==> config.mk <==
export PLATFORM = sky130hd
export DESIGN_NAME = nn_load_sequencer
export DESIGN_NICKNAME = d
export VERILOG_FILES = /design/src/rtl/nn_seq_pkg.sv /design/src/rtl/nn_seq_timer.sv /design/src/rtl/nn_load_sequencer.sv
export SDC_FILE = /design/constraint.sdc
export NUM_CORES = 1
export LEC_CHECK = 0
export ABC_AREA = 1
export BUFFER_PORTS_ARGS = -buffer_cell sky130_fd_sc_hd__buf_2
export CAP_MARGIN = 40
export CORE_AREA = 2 2 39 41
export CTS_CLUSTER_SIZE = 14
export DETAILED_ROUTE_END_ITERATION = 7
export DIE_AREA = 0 0 41 43
export GPL_ROUTABILITY_DRIVEN = 1
export PLACE_DENSITY = 0.59
export SETUP_SLACK_MARGIN = 0.02
export SKIP_LAST_GASP = 1
export SLEW_MARGIN = 20
export SYNTH_ARGS = -nofsm -noshare
export SYNTH_HDL_FRONTEND = slang
export SYNTH_HIERARCHICAL = 1
export SYNTH_SLANG_ARGS = --single-unit
==> constraint.sdc <==
create_clock -name clock -period 1.7 [get_ports clock]
set_input_delay 0.085 -clock clock [delete_from_list [all_inputs] [get_ports clock]]
set_output_delay 0.085 -clock clock [all_outputs]
set_load 0.05 [all_outputs]
==> src/rtl/nn_seq_pkg.sv <==
// Shared types and defaults for the NN load sequencer.
// Holds the FSM state type, default widths and the watchdog state helper.
package nn_seq_pkg;

  localparam int unsigned LBITS_DEF   = 2;
  localparam int unsigned TIMEOUT_DEF = 4096;

  typedef enum logic [2:0] {
    IDLE       = 3'd0,
    IMG_REQ    = 3'd1,
    IMG_WAIT   = 3'd2,
    COEF_REQ   = 3'd3,
    COEF_WAIT  = 3'd4,
    COMP_START = 3'd5,
    COMP_WAIT  = 3'd6,
    FINISH     = 3'd7
  } state_t;

  // States the watchdog is allowed to abort.
  function automatic logic is_timed(state_t s);
    return (s == IMG_REQ) || (s == IMG_WAIT) ||
           (s == COEF_REQ) || (s == COEF_WAIT);
  endfunction

endpackage

==> src/rtl/nn_seq_timer.sv <==
// Watchdog cycle counter for the load sequencer.
// Ports: clock, reset_n (sync, active-low), clear, enable -> expired.
module nn_seq_timer
  import nn_seq_pkg::*;
#(
  parameter int unsigned LIMIT = TIMEOUT_DEF
) (
  input  logic clock,
  input  logic reset_n,
  input  logic clear,
  input  logic enable,
  output logic expired
);

  localparam int unsigned CW = (LIMIT > 1) ? $clog2(LIMIT) : 1;

  logic [CW-1:0] count;

  // Counts cycles spent in the current state; the LIMIT-th cycle
  // raises expired so the abort edge closes exactly LIMIT cycles.
  assign expired = enable && (count == CW'(LIMIT - 1));

  always_ff @(posedge clock) begin
    if (!reset_n || clear) begin
      count <= '0;
    end else if (enable && !expired) begin
      count <= count + CW'(1);
    end
  end

endmodule

==> src/rtl/nn_load_sequencer.sv <==
// Sequences image fetch, per-layer coefficient fetch and compute runs.
// Ports: clock, reset_n (sync, active-low), start, last_layer in;
//   get_image, get_coeffs, layer, compute_start, seq_busy, done, error out;
//   bus_busy, compute_done in. Macro NN_SEQ_TIMEOUT_EN adds a watchdog.
module nn_load_sequencer
  import nn_seq_pkg::*;
#(
  parameter int unsigned LBITS          = LBITS_DEF,
  parameter int unsigned TIMEOUT_CYCLES = TIMEOUT_DEF
) (
  input  logic             clock,
  input  logic             reset_n,
  input  logic             start,
  input  logic [LBITS-1:0] last_layer,
  output logic             get_image,
  output logic             get_coeffs,
  output logic [LBITS-1:0] layer,
  input  logic             bus_busy,
  output logic             compute_start,
  input  logic             compute_done,
  output logic             seq_busy,
  output logic             done,
  output logic             error
);

  state_t           state;
  state_t           next;
  logic [LBITS-1:0] cnt;
  logic [LBITS-1:0] last_q;
  logic             req_sent;
  logic             last_hit;
  logic             timeout;

  // A request first rises only on an idle bus, then holds until
  // the bus reports busy (req_sent remembers it was issued).
  assign get_image     = (state == IMG_REQ) &&
                         (req_sent || !bus_busy);
  assign get_coeffs    = (state == COEF_REQ) &&
                         (req_sent || !bus_busy);
  assign layer         = cnt;
  assign compute_start = (state == COMP_START);
  assign done          = (state == FINISH);
  assign seq_busy      = (state != IDLE);
  assign last_hit      = (cnt == last_q);

  always_comb begin
    next = state;
    unique case (state)
      IDLE:       if (start) next = IMG_REQ;
      IMG_REQ:    if (req_sent && bus_busy) next = IMG_WAIT;
      IMG_WAIT:   if (!bus_busy) next = COEF_REQ;
      COEF_REQ:   if (req_sent && bus_busy) next = COEF_WAIT;
      COEF_WAIT:  if (!bus_busy) next = COMP_START;
      COMP_START: next = COMP_WAIT;
      COMP_WAIT:  if (compute_done)
                    next = last_hit ? FINISH : COEF_REQ;
      FINISH:     next = IDLE;
      default:    next = IDLE;
    endcase
    if (timeout) next = IDLE;
  end

  always_ff @(posedge clock) begin
    if (!reset_n) begin
      state    <= IDLE;
      cnt      <= '0;
      last_q   <= '0;
      req_sent <= 1'b0;
    end else begin
      state    <= next;
      req_sent <= (next == state) &&
                  (req_sent || get_image || get_coeffs);
      if ((state == IDLE) && start) begin
        cnt    <= '0;
        last_q <= last_layer;
      end else if (timeout || (state == FINISH)) begin
        cnt    <= '0;
      end else if ((state == COMP_WAIT) && compute_done &&
                   !last_hit) begin
        // Equality stops the walk, so the counter never wraps.
        cnt    <= cnt + LBITS'(1);
      end
    end
  end

`ifdef NN_SEQ_TIMEOUT_EN
  logic err_q;

  nn_seq_timer #(
    .LIMIT(TIMEOUT_CYCLES)
  ) u_timer (
    .clock   (clock),
    .reset_n (reset_n),
    .clear   (next != state),
    .enable  (is_timed(state)),
    .expired (timeout)
  );

  always_ff @(posedge clock) begin
    if (!reset_n) begin
      err_q <= 1'b0;
    end else begin
      err_q <= timeout;
    end
  end

  assign error = err_q;
`else
  logic unused_timeout;

  assign timeout        = 1'b0;
  assign error          = 1'b0;
  assign unused_timeout = ^TIMEOUT_CYCLES;
`endif

endmodule

==> results.sh, run 1 <==
export IMPL_diodes=0
export IMPL_r2r_cells=7
export IMPL_cts_sinks=8
export IMPL_drtIter0Drc=1
export IMPL_start_kind="flop"
export IMPL_p_int_mw=0.3031
export IMPL_power_density_nw_per_um2=766.3
export IMPL_fin_nets=96
export IMPL_yosys_area_share_adder=0
export IMPL_dpl_cell_area_um2=548.0
export IMPL_gr_max_usage_layer="met2"
export IMPL_slowest_stage="dfxtp_1"
export IMPL_synth_area_leaders="dfxtp_1 (33%), nand2_1 (16%), a21oi_1 (6.2%), nand3_1 (6.2%), nor2_1 (6.2%)"
export IMPL_fin_ws_ns=0.2728
export IMPL_wl_per_cell_um=9.777
export IMPL_syn_area_um2=481.7
export IMPL_clk_latency_ns=0.26
export IMPL_synth_top_family_by_area="simple AND/OR/NAND/NOR gates"
export IMPL_grtUsageMet1=0.1683
export IMPL_status="finished clean"
export IMPL_synth_edf_count=0
export IMPL_coreArea_um2=1384
export IMPL_synth_distinct_cells=20
export IMPL_syn_nets=80
export IMPL_total_leakage_power_nw=0.2873
export IMPL_clock_root_buffer="clkbuf_4"
export IMPL_max_cap_viol_count=0
export IMPL_clkTransAtPathRegs_ns=0.06
export IMPL_avgSynthCellArea_um2=6.599
export IMPL_cts_tree="built"
export IMPL_layout_drive_gt1_share=0.3103
export IMPL_cts_max_level=1
export IMPL_first_pass_iters=4
export IMPL_antenna_found_initial=0
export IMPL_slowest_delay_ns=0.51
export IMPL_cts_resized_gates=0
export IMPL_combPwrFrac=0.197
export IMPL_finalSetupViolations=0
export IMPL_ys_seq_area_frac=0.3325
export IMPL_start_util=0.3481
export IMPL_rsz0062_at_grt="no"
export IMPL_synth_most_common_cell="nand2_1"
export IMPL_grt_util_met2=0.1750
export IMPL_worstPathRequired_ns=1.62
export IMPL_finalHoldViolCount=0
export IMPL_ff_latch_area_um2=160.2
export IMPL_yosysWarnings=6
export IMPL_drc=0
export IMPL_use_met3=0.07853
export IMPL_clock_skew_ns=0.007902
export IMPL_synth_xor_area_frac=0.05455
export IMPL_io_pins=15
export IMPL_min_period_ns=1.427
export IMPL_numCtsBuffers=3
export IMPL_die_x_um=41
export IMPL_muxShareOfSynthArea=0
export IMPL_p_switching_mw=0.1342
export IMPL_cts_path_max_buffers=2
export IMPL_p_seq_frac=0.465
export IMPL_async_flop_share=0
export IMPL_holdWs_ns=0.06495
export IMPL_min_path_cells=3
export IMPL_fp_dieH_um=43
export IMPL_fin_area_um2=570.5
export IMPL_path_cells="nand2_1 > nor2_1 > buf_2"
export IMPL_dp_hpwl_um=786.7
export IMPL_fin_crit_sh=0.8395
export IMPL_hp_class="in2reg"
export IMPL_grt_max_degree=10
export IMPL_path_max_fanout=9
export IMPL_fin_util=0.4123
export IMPL_synth_compound_area_frac=0.1221
export IMPL_max_freq_ghz=0.7007
export IMPL_ant_nets=0
export IMPL_grt_pass1_vias=372
export IMPL_vias=476
export IMPL_clkPwrFrac=0.337
export IMPL_fillers=162
export IMPL_multi_input_area_um2=269.0
export IMPL_slew_viol_final=0
export IMPL_grt_pass1_wl_mm=1.538
export IMPL_post_cts_setup_buffers=0
export IMPL_overflow=0
export IMPL_swShare=0.3068
export IMPL_ys_flop_type="dfxtp_1"
export IMPL_netlist_area_leader_share=0.3325
export IMPL_ys_top_cells_by_count="nand2_1 (20), dfxtp_1 (8), nor2_1 (8)"
export IMPL_dp_slack_ns=0.5380
export IMPL_cp_arrival_ns=1.34
export IMPL_routed_wl_mm=1.007
export IMPL_ir_drop_mv=0.3300
export IMPL_gp_congestion=0.6998
export IMPL_area_delta_synth_final_pct=18.44
export IMPL_grt_util_all_layers=0.1358
export IMPL_ys_seq_elements=8
export IMPL_ctsHoldBuffers=0
export IMPL_die_area_um2=1763
export IMPL_crit_type="reg2out"
export IMPL_numPortBuffers=13
export IMPL_vias_per_cell=4.621
export IMPL_rows=14
export IMPL_synthCells=73
export IMPL_critPathCaptureType="output port"
export IMPL_synthSimpleGateAreaFrac=0.3740
export IMPL_tns_ns=0
export IMPL_synth_top_cell_by_area="dfxtp_1"
-- power groups by stage --
stage	clock, mW	sequential (mW)	combinational, mW
2_1_floorplan	0	0.205	0.0678
3_3_place_gp	0	0.207	0.0858
3_5_place_dp	0	0.207	0.0862
4_1_cts	0.150	0.203	0.0868
5_1_grt	0.155	0.204	0.0977
6_report	0.148	0.203	0.0863
-- stage by stage --
stage,power [mW],cells
final,0.4372,103
after global routing,0.4573,103
after CTS,0.4402,103
after detailed placement,0.2935,100
after global placement,0.2930,100
after floorplan,0.2731,73
-- cell usage in the layout, fill, tap and decap left out, drive strengths merged --
| cell type | Yosys | layout |
|---|---|---|
| nand4 | 2 | 2 |
| a21oi | 6 | 6 |
| inv | 9 | 9 |
| nor2 | 9 | 9 |
| nor3 | 1 | 1 |
| buf | 2 | 13 |
| clkbuf | 0 | 3 |
| conb | 1 | 1 |
| o21ai | 2 | 2 |
| o21a | 1 | 1 |
| dfxtp | 8 | 8 |
| nand3 | 7 | 7 |
| nand2 | 21 | 21 |
| xor2 | 1 | 1 |
| xnor2 | 2 | 2 |
| a21boi | 1 | 1 |
-- worst max-delay path: cells and delay by family, from the launching register on --
family        cells  cell delay, ns
simple gates      2            0.27
buf+inv           1            0.30
flops             1            0.51
-- final timing paths --
kind,endpoint,from,slack (ns)
min reg2reg,last_q[0]$_SDFFE_PN0P_,last_q[0]$_SDFFE_PN0P_,0.48
max,done,state[1]$_SDFF_PN0_,0.27
min,state[0]$_SDFF_PN0_,reset_n,0.06
max reg2reg,state[0]$_SDFF_PN0_,state[1]$_SDFF_PN0_,0.53
-- state kept, by name, indices dropped and copies added (netlist names) --
signal and cells:
layer 2, last_q 2, req_sent 1, state 3
-- area by class of cell --
| class | instances | area share |
|---|---|---|
| multi-input combinational | 54 | 0.4715 |
| tap | 16 | 0.03509 |
| inverter | 9 | 0.05921 |
| timing repair buffer | 13 | 0.1140 |
| sequential | 8 | 0.2807 |
| clock buffer | 3 | 0.03947 |
-- per-layer routing --
layer	vias to the layer above	routed length (um)
met5	-	0
met4	0	27
li1	260	-
met3	4	59
met1	198	473
met2	14	446
-- cells by family after synthesis --
kind of cell,after synthesis
other,1
flip-flops,8
AND/OR/NAND/NOR,40
AO/OA/AOI/OAI,10
XOR/XNOR,3
buffers and inverters,11
No activity file was read; power rests on OpenSTA's default activity.
==> inputs of run 2 (changes only) <==
==> constraint.sdc (replaced) <==
create_clock -name clock -period 1.4 [get_ports clock]
set_input_delay 0.07 -clock clock [delete_from_list [all_inputs] [get_ports clock]]
set_output_delay 0.07 -clock clock [all_outputs]
set_load 0.05 [all_outputs]
==> results.sh, run 2 (same netlist as run 1, synthesis figures left out) <==
export IMPL_clock_root_buffer="clkbuf_4"
export IMPL_fp_dieH_um=43
export IMPL_start_kind="flop"
export IMPL_drtIter0Drc=12
export IMPL_r2r_end="layer[0]$_SDFFE_PP0P_"
export IMPL_gp_congestion=0.7312
export IMPL_final_cell_mix="nand2_1 (20), buf_2 (10), nor2_1 (7), dfxtp_1 (7)"
export IMPL_finalPower_mw=0.5343
export IMPL_min_period_ns=1.278
export IMPL_cp_arrival_ns=1.21
export IMPL_antenna_found_initial=0
export IMPL_fin_nets=96
export IMPL_holdWs_ns=0.04015
export IMPL_gr_max_usage_layer="met2"
export IMPL_routed_wl_mm=1.012
export IMPL_combPwrFrac=0.197
export IMPL_layout_commonest_cell="nand2_1"
export IMPL_coreArea_um2=1384
export IMPL_cp_num_cells=4
export IMPL_hold_path_startpoint="reset_n"
export IMPL_crit_start="state[2]$_SDFF_PN0_"
export IMPL_tns_ns=0
export IMPL_clkPwrFrac=0.341
export IMPL_r2r_cells=6
export IMPL_clk_latency_ns=0.26
export IMPL_start_util=0.3481
export IMPL_power_density_nw_per_um2=918.3
export IMPL_overflow=0
export IMPL_ff_latch_area_um2=161.4
export IMPL_fillers=155
export IMPL_max_freq_ghz=0.7827
export IMPL_finalHoldViolCount=0
export IMPL_top_register="state"
export IMPL_p_int_mw=0.3693
export IMPL_wl_per_cell_um=9.825
export IMPL_p_switching_mw=0.1650
export IMPL_path_cells="inv_2 > nand3_1 > nor2_1 > clkbuf_4"
export IMPL_die_area_um2=1763
export IMPL_ant_nets=0
export IMPL_finalSetupViolations=0
export IMPL_worstPathRequired_ns=1.33
export IMPL_hp_class="in2reg"
export IMPL_rsz0062_at_grt="no"
export IMPL_first_pass_iters=4
export IMPL_slowest_delay_ns=0.37
export IMPL_cts_max_level=1
export IMPL_grt_pass1_vias=406
export IMPL_largest_reg_flops=3
export IMPL_slew_viol_final=0
export IMPL_final_cells=103
export IMPL_reg2reg_slack_ns=0.30
export IMPL_cts_tree="built"
export IMPL_grt_util_met2=0.1969
export IMPL_grt_max_degree=10
export IMPL_min_to="state[0]$_SDFF_PN0_"
export IMPL_rows=14
export IMPL_clock_skew_ns=0.003808
export IMPL_vias=489
export IMPL_critPathTopFamily="flip-flops"
export IMPL_worstPathBufferInverterCount=2
export IMPL_dp_cells=100
export IMPL_numCtsBuffers=3
export IMPL_status="finished clean"
export IMPL_p_seq_frac=0.462
export IMPL_dp_hpwl_um=809.2
export IMPL_crit_type="reg2out"
export IMPL_path_max_fanout=6
export IMPL_grt_pass1_wl_mm=1.566
export IMPL_vias_per_cell=4.748
export IMPL_diodes=0
export IMPL_numPortBuffers=13
export IMPL_fin_crit_sh=0.9126
export IMPL_layout_drive_gt1_share=0.3333
export IMPL_grt_util_all_layers=0.1419
export IMPL_drc=0
export IMPL_max_cap_viol_count=0
export IMPL_r2r_start="state[0]$_SDFF_PN0_"
export IMPL_io_pins=15
export IMPL_area_delta_synth_final_pct=20.78
export IMPL_swShare=0.3089
export IMPL_critPathCaptureType="output port"
export IMPL_multi_input_area_um2=271.5
export IMPL_min_path_cells=3
export IMPL_die_x_um=41
export IMPL_cts_sinks=8
export IMPL_grtUsageMet1=0.1553
export IMPL_total_leakage_power_nw=0.2858
export IMPL_slowest_stage="dfxtp_1"
export IMPL_use_met3=0.04712
export IMPL_ir_drop_mv=0.4440
export IMPL_cts_path_max_buffers=2
export IMPL_clkTransAtPathRegs_ns=0.06
[run 2: changes by cell type in the layout (fill, tap and decap cells not counted)]
cell	change
buf_2	-3
clkbuf_4	+3
dfxtp_1	-1
dfxtp_2	+1
nor2_1	-1
nor2_2	+1
[run 2: tightest hold or removal path, stage by stage]
cell and delay [ns]:
buf_2 0.10, o21ai_1 0.06, inv_1 0.04
[run 2: power groups by stage]
stage,combinational [mW],sequential [mW],clock (mW)
after global routing,0.116,0.248,0.199
after global placement,0.105,0.252,0
final,0.105,0.247,0.182
after floorplan,0.0829,0.249,0
after detailed placement,0.105,0.252,0
after CTS,0.105,0.247,0.189
[run 2: how the worst max path moves through the flow]
stage,end,slack (ns)
finish,get_image,0.12
global route,done,0.03
CTS,done,0.02
detailed placement,layer[0]$_SDFFE_PP0P_,0.22
global placement,layer[0]$_SDFFE_PP0P_,0.24
floorplan,layer[1]$_SDFFE_PP0P_,0.06
[run 2: metal layers]
metal	share of wire	vias up
li1	-	261
met1	0.47	210
met2	0.45	14
met3	0.048	4
met4	0.030	0
met5	0	-
[run 2: cell type report]
cell class              instances  area share
clock buffers                   3     0.03871
flip-flops and latches          8      0.2774
repair buffers                 13      0.1247
well taps                      16     0.03441
multi-input cells              54      0.4667
inverters                       9     0.05806
[run 2: metrics by stage]
| step | worst slack (ns) | utilization | instance area, um^2 |
|---|---|---|---|
| final | 0.1223 | 0.4204 | 581.8 |
| after global routing | 0.02711 | 0.4204 | 581.8 |
| after CTS | 0.02261 | 0.4141 | 573.1 |
| after detailed placement | 0.2174 | 0.3978 | 550.5 |
| after global placement | 0.2385 | 0.3978 | 550.5 |
| after floorplan | 0.06277 | - | 484.2 |
[run 2: repair_timing]
| item | 4_1_cts | 5_1_grt |
|---|---|---|
| gates resized for setup | 0 | 4 |
| hold buffers | 0 | 0 |
| setup endpoints to repair | 0 | 3 |
| setup buffers | 0 | 0 |
==> inputs of run 3 (changes only) <==
--- a/config.mk
+++ b/config.mk
@@ -13,6 +13,7 @@
 export DETAILED_ROUTE_END_ITERATION = 7
 export DIE_AREA = 0 0 41 43
 export GPL_ROUTABILITY_DRIVEN = 1
+export GPL_TIMING_DRIVEN = 0
 export PLACE_DENSITY = 0.59
 export SETUP_SLACK_MARGIN = 0.02
 export SKIP_LAST_GASP = 1
==> constraint.sdc (replaced) <==
create_clock -name clock -period 1.5 [get_ports clock]
set_input_delay 0.075 -clock clock [delete_from_list [all_inputs] [get_ports clock]]
set_output_delay 0.075 -clock clock [all_outputs]
set_load 0.05 [all_outputs]
==> results.sh, run 3 (same netlist as run 1, synthesis figures left out) <==
export IMPL_combPwrFrac=0.206
export IMPL_area_delta_synth_final_pct=22.86
export IMPL_worstPathRequired_ns=1.42
export IMPL_cts_resized_gates=0
export IMPL_start_util=0.3481
export IMPL_cp_arrival_ns=1.22
export IMPL_finalSetupViolations=0
export IMPL_start_kind="flop"
export IMPL_routed_wl_um=946
export IMPL_status="finished clean"
export IMPL_ir_drop_mv=0.4177
export IMPL_clk_latency_ns=0.25
export IMPL_fillers=155
export IMPL_tns_ns=0
export IMPL_max_cap_viol_count=0
export IMPL_dp_hpwl_um=741.4
export IMPL_rows=14
export IMPL_dpl_cell_area_um2=569.3
export IMPL_path_max_fanout=6
export IMPL_layout_commonest_cell="nand2_1"
export IMPL_p_seq_frac=0.467
export IMPL_final_cell_mix="nand2_1 (20), buf_2 (13), dfxtp_1 (8)"
export IMPL_wl_per_cell_um=9.010
export IMPL_layout_drive_gt1_share=0.3371
export IMPL_gp_congestion=0.7005
export IMPL_slew_viol_final=0
export IMPL_vias_per_cell=4.533
export IMPL_cts_path_max_buffers=2
export IMPL_fin_util=0.4277
export IMPL_largest_reg_flops=3
export IMPL_io_pins=15
export IMPL_clkPwrFrac=0.327
export IMPL_slowest_delay_ns=0.43
export IMPL_fp_dieH_um=43
export IMPL_die_area_um2=1763
export IMPL_fin_area_um2=591.8
export IMPL_top_register="state"
export IMPL_fin_nets=98
export IMPL_power_density_nw_per_um2=831.4
export IMPL_rsz0062_at_grt="no"
export IMPL_ant_nets=0
export IMPL_first_pass_iters=4
export IMPL_dp_cells=102
export IMPL_ctsHoldBuffers=0
export IMPL_crit_type="reg2out"
export IMPL_numCtsBuffers=3
export IMPL_grt_pass1_vias=384
export IMPL_cts_sinks=8
export IMPL_diodes=0
export IMPL_clock_skew_ns=0.003862
export IMPL_final_cells=105
export IMPL_finalPower_mw=0.4920
export IMPL_grt_max_degree=10
export IMPL_swShare=0.2976
export IMPL_p_int_mw=0.3456
export IMPL_slowest_stage="dfxtp_1"
export IMPL_die_x_um=41
export IMPL_max_freq_ghz=0.7725
export IMPL_grt_util_all_layers=0.1370
export IMPL_vias=476
export IMPL_p_switching_mw=0.1464
export IMPL_path_cells="inv_2 > nor2_2 > buf_2"
export IMPL_post_cts_setup_buffers=0
export IMPL_coreArea_um2=1384
export IMPL_numPortBuffers=13
export IMPL_clock_root_buffer="clkbuf_4"
export IMPL_cts_max_level=1
export IMPL_finalHoldViolCount=0
export IMPL_grt_pass1_wl_mm=1.573
export IMPL_clkTransAtPathRegs_ns=0.05
export IMPL_drtIter0Drc=4
export IMPL_fin_crit_sh=0.8630
export IMPL_cts_tree="built"
export IMPL_hp_class="in2reg"
export IMPL_overflow=0
export IMPL_critPathCaptureType="output port"
export IMPL_antenna_found_initial=0
export IMPL_min_period_ns=1.295
export IMPL_drc=0
export IMPL_total_leakage_power_nw=0.2987
[run 3: changes by cell type in the layout (fill, tap and decap cells not counted), sizes merged]
cell    previous run  this run
buf               10        15
clkbuf             6         3
[run 3: layer usage]
layer  track usage  vias up  part of all wire
met5             0        -                 0
met4        0.1200        0             0.016
met3       0.03141        2             0.043
met2        0.1625       10              0.43
met1        0.1948      200              0.50
li1              -      264                 -
[run 3: power by group through the flow]
stage          clock network, mW  logic, mW  registers, mW
2_1_floorplan                  0     0.0773          0.233
3_3_place_gp                   0      0.100          0.234
3_5_place_dp                   0      0.101          0.234
4_1_cts                    0.168      0.102          0.229
5_1_grt                    0.191      0.113          0.230
6_report                   0.161      0.101          0.230
[run 3: final cells by class]
| cell class | instances | area, um^2 | area share |
|---|---|---|---|
| well taps | 16 | 20.02 | 0.03383 |
| clock buffers | 3 | 22.52 | 0.03805 |
| plain buffers | 2 | 18.77 | 0.03171 |
| inverters | 9 | 33.78 | 0.05708 |
| multi-input cells | 54 | 271.5 | 0.4588 |
| flip-flops and latches | 8 | 160.2 | 0.2706 |
| repair buffers | 13 | 65.06 | 0.1099 |
[run 3: through the flow]
stage                     hold slack (ns)  setup WS [ns]
after floorplan                    0.1793         0.1628
after global placement             0.2991         0.4036
after detailed placement           0.3022         0.3984
after CTS                         0.04352         0.1983
after global routing              0.05426        0.09625
final                             0.04837         0.2054
[run 3: worst max-delay path: cells and delay by family (launching register included)]
kind | cells | cell delay, ns
buffers and inverters | 2 | 0.38
flip-flops | 1 | 0.43
AND/OR/NAND/NOR | 1 | 0.16
[run 3: worst paths after layout]
path	startpoint	endpoint	slack, ns	depth (start not counted)
max	state[0]$_SDFF_PN0_	done	0.21	3
min	reset_n	state[0]$_SDFF_PN0_	0.05	3
max reg2reg	state[2]$_SDFF_PN0_	layer[1]$_SDFFE_PP0P_	0.40	5
min reg2reg	last_q[1]$_SDFFE_PN0P_	last_q[1]$_SDFFE_PN0P_	0.48	2
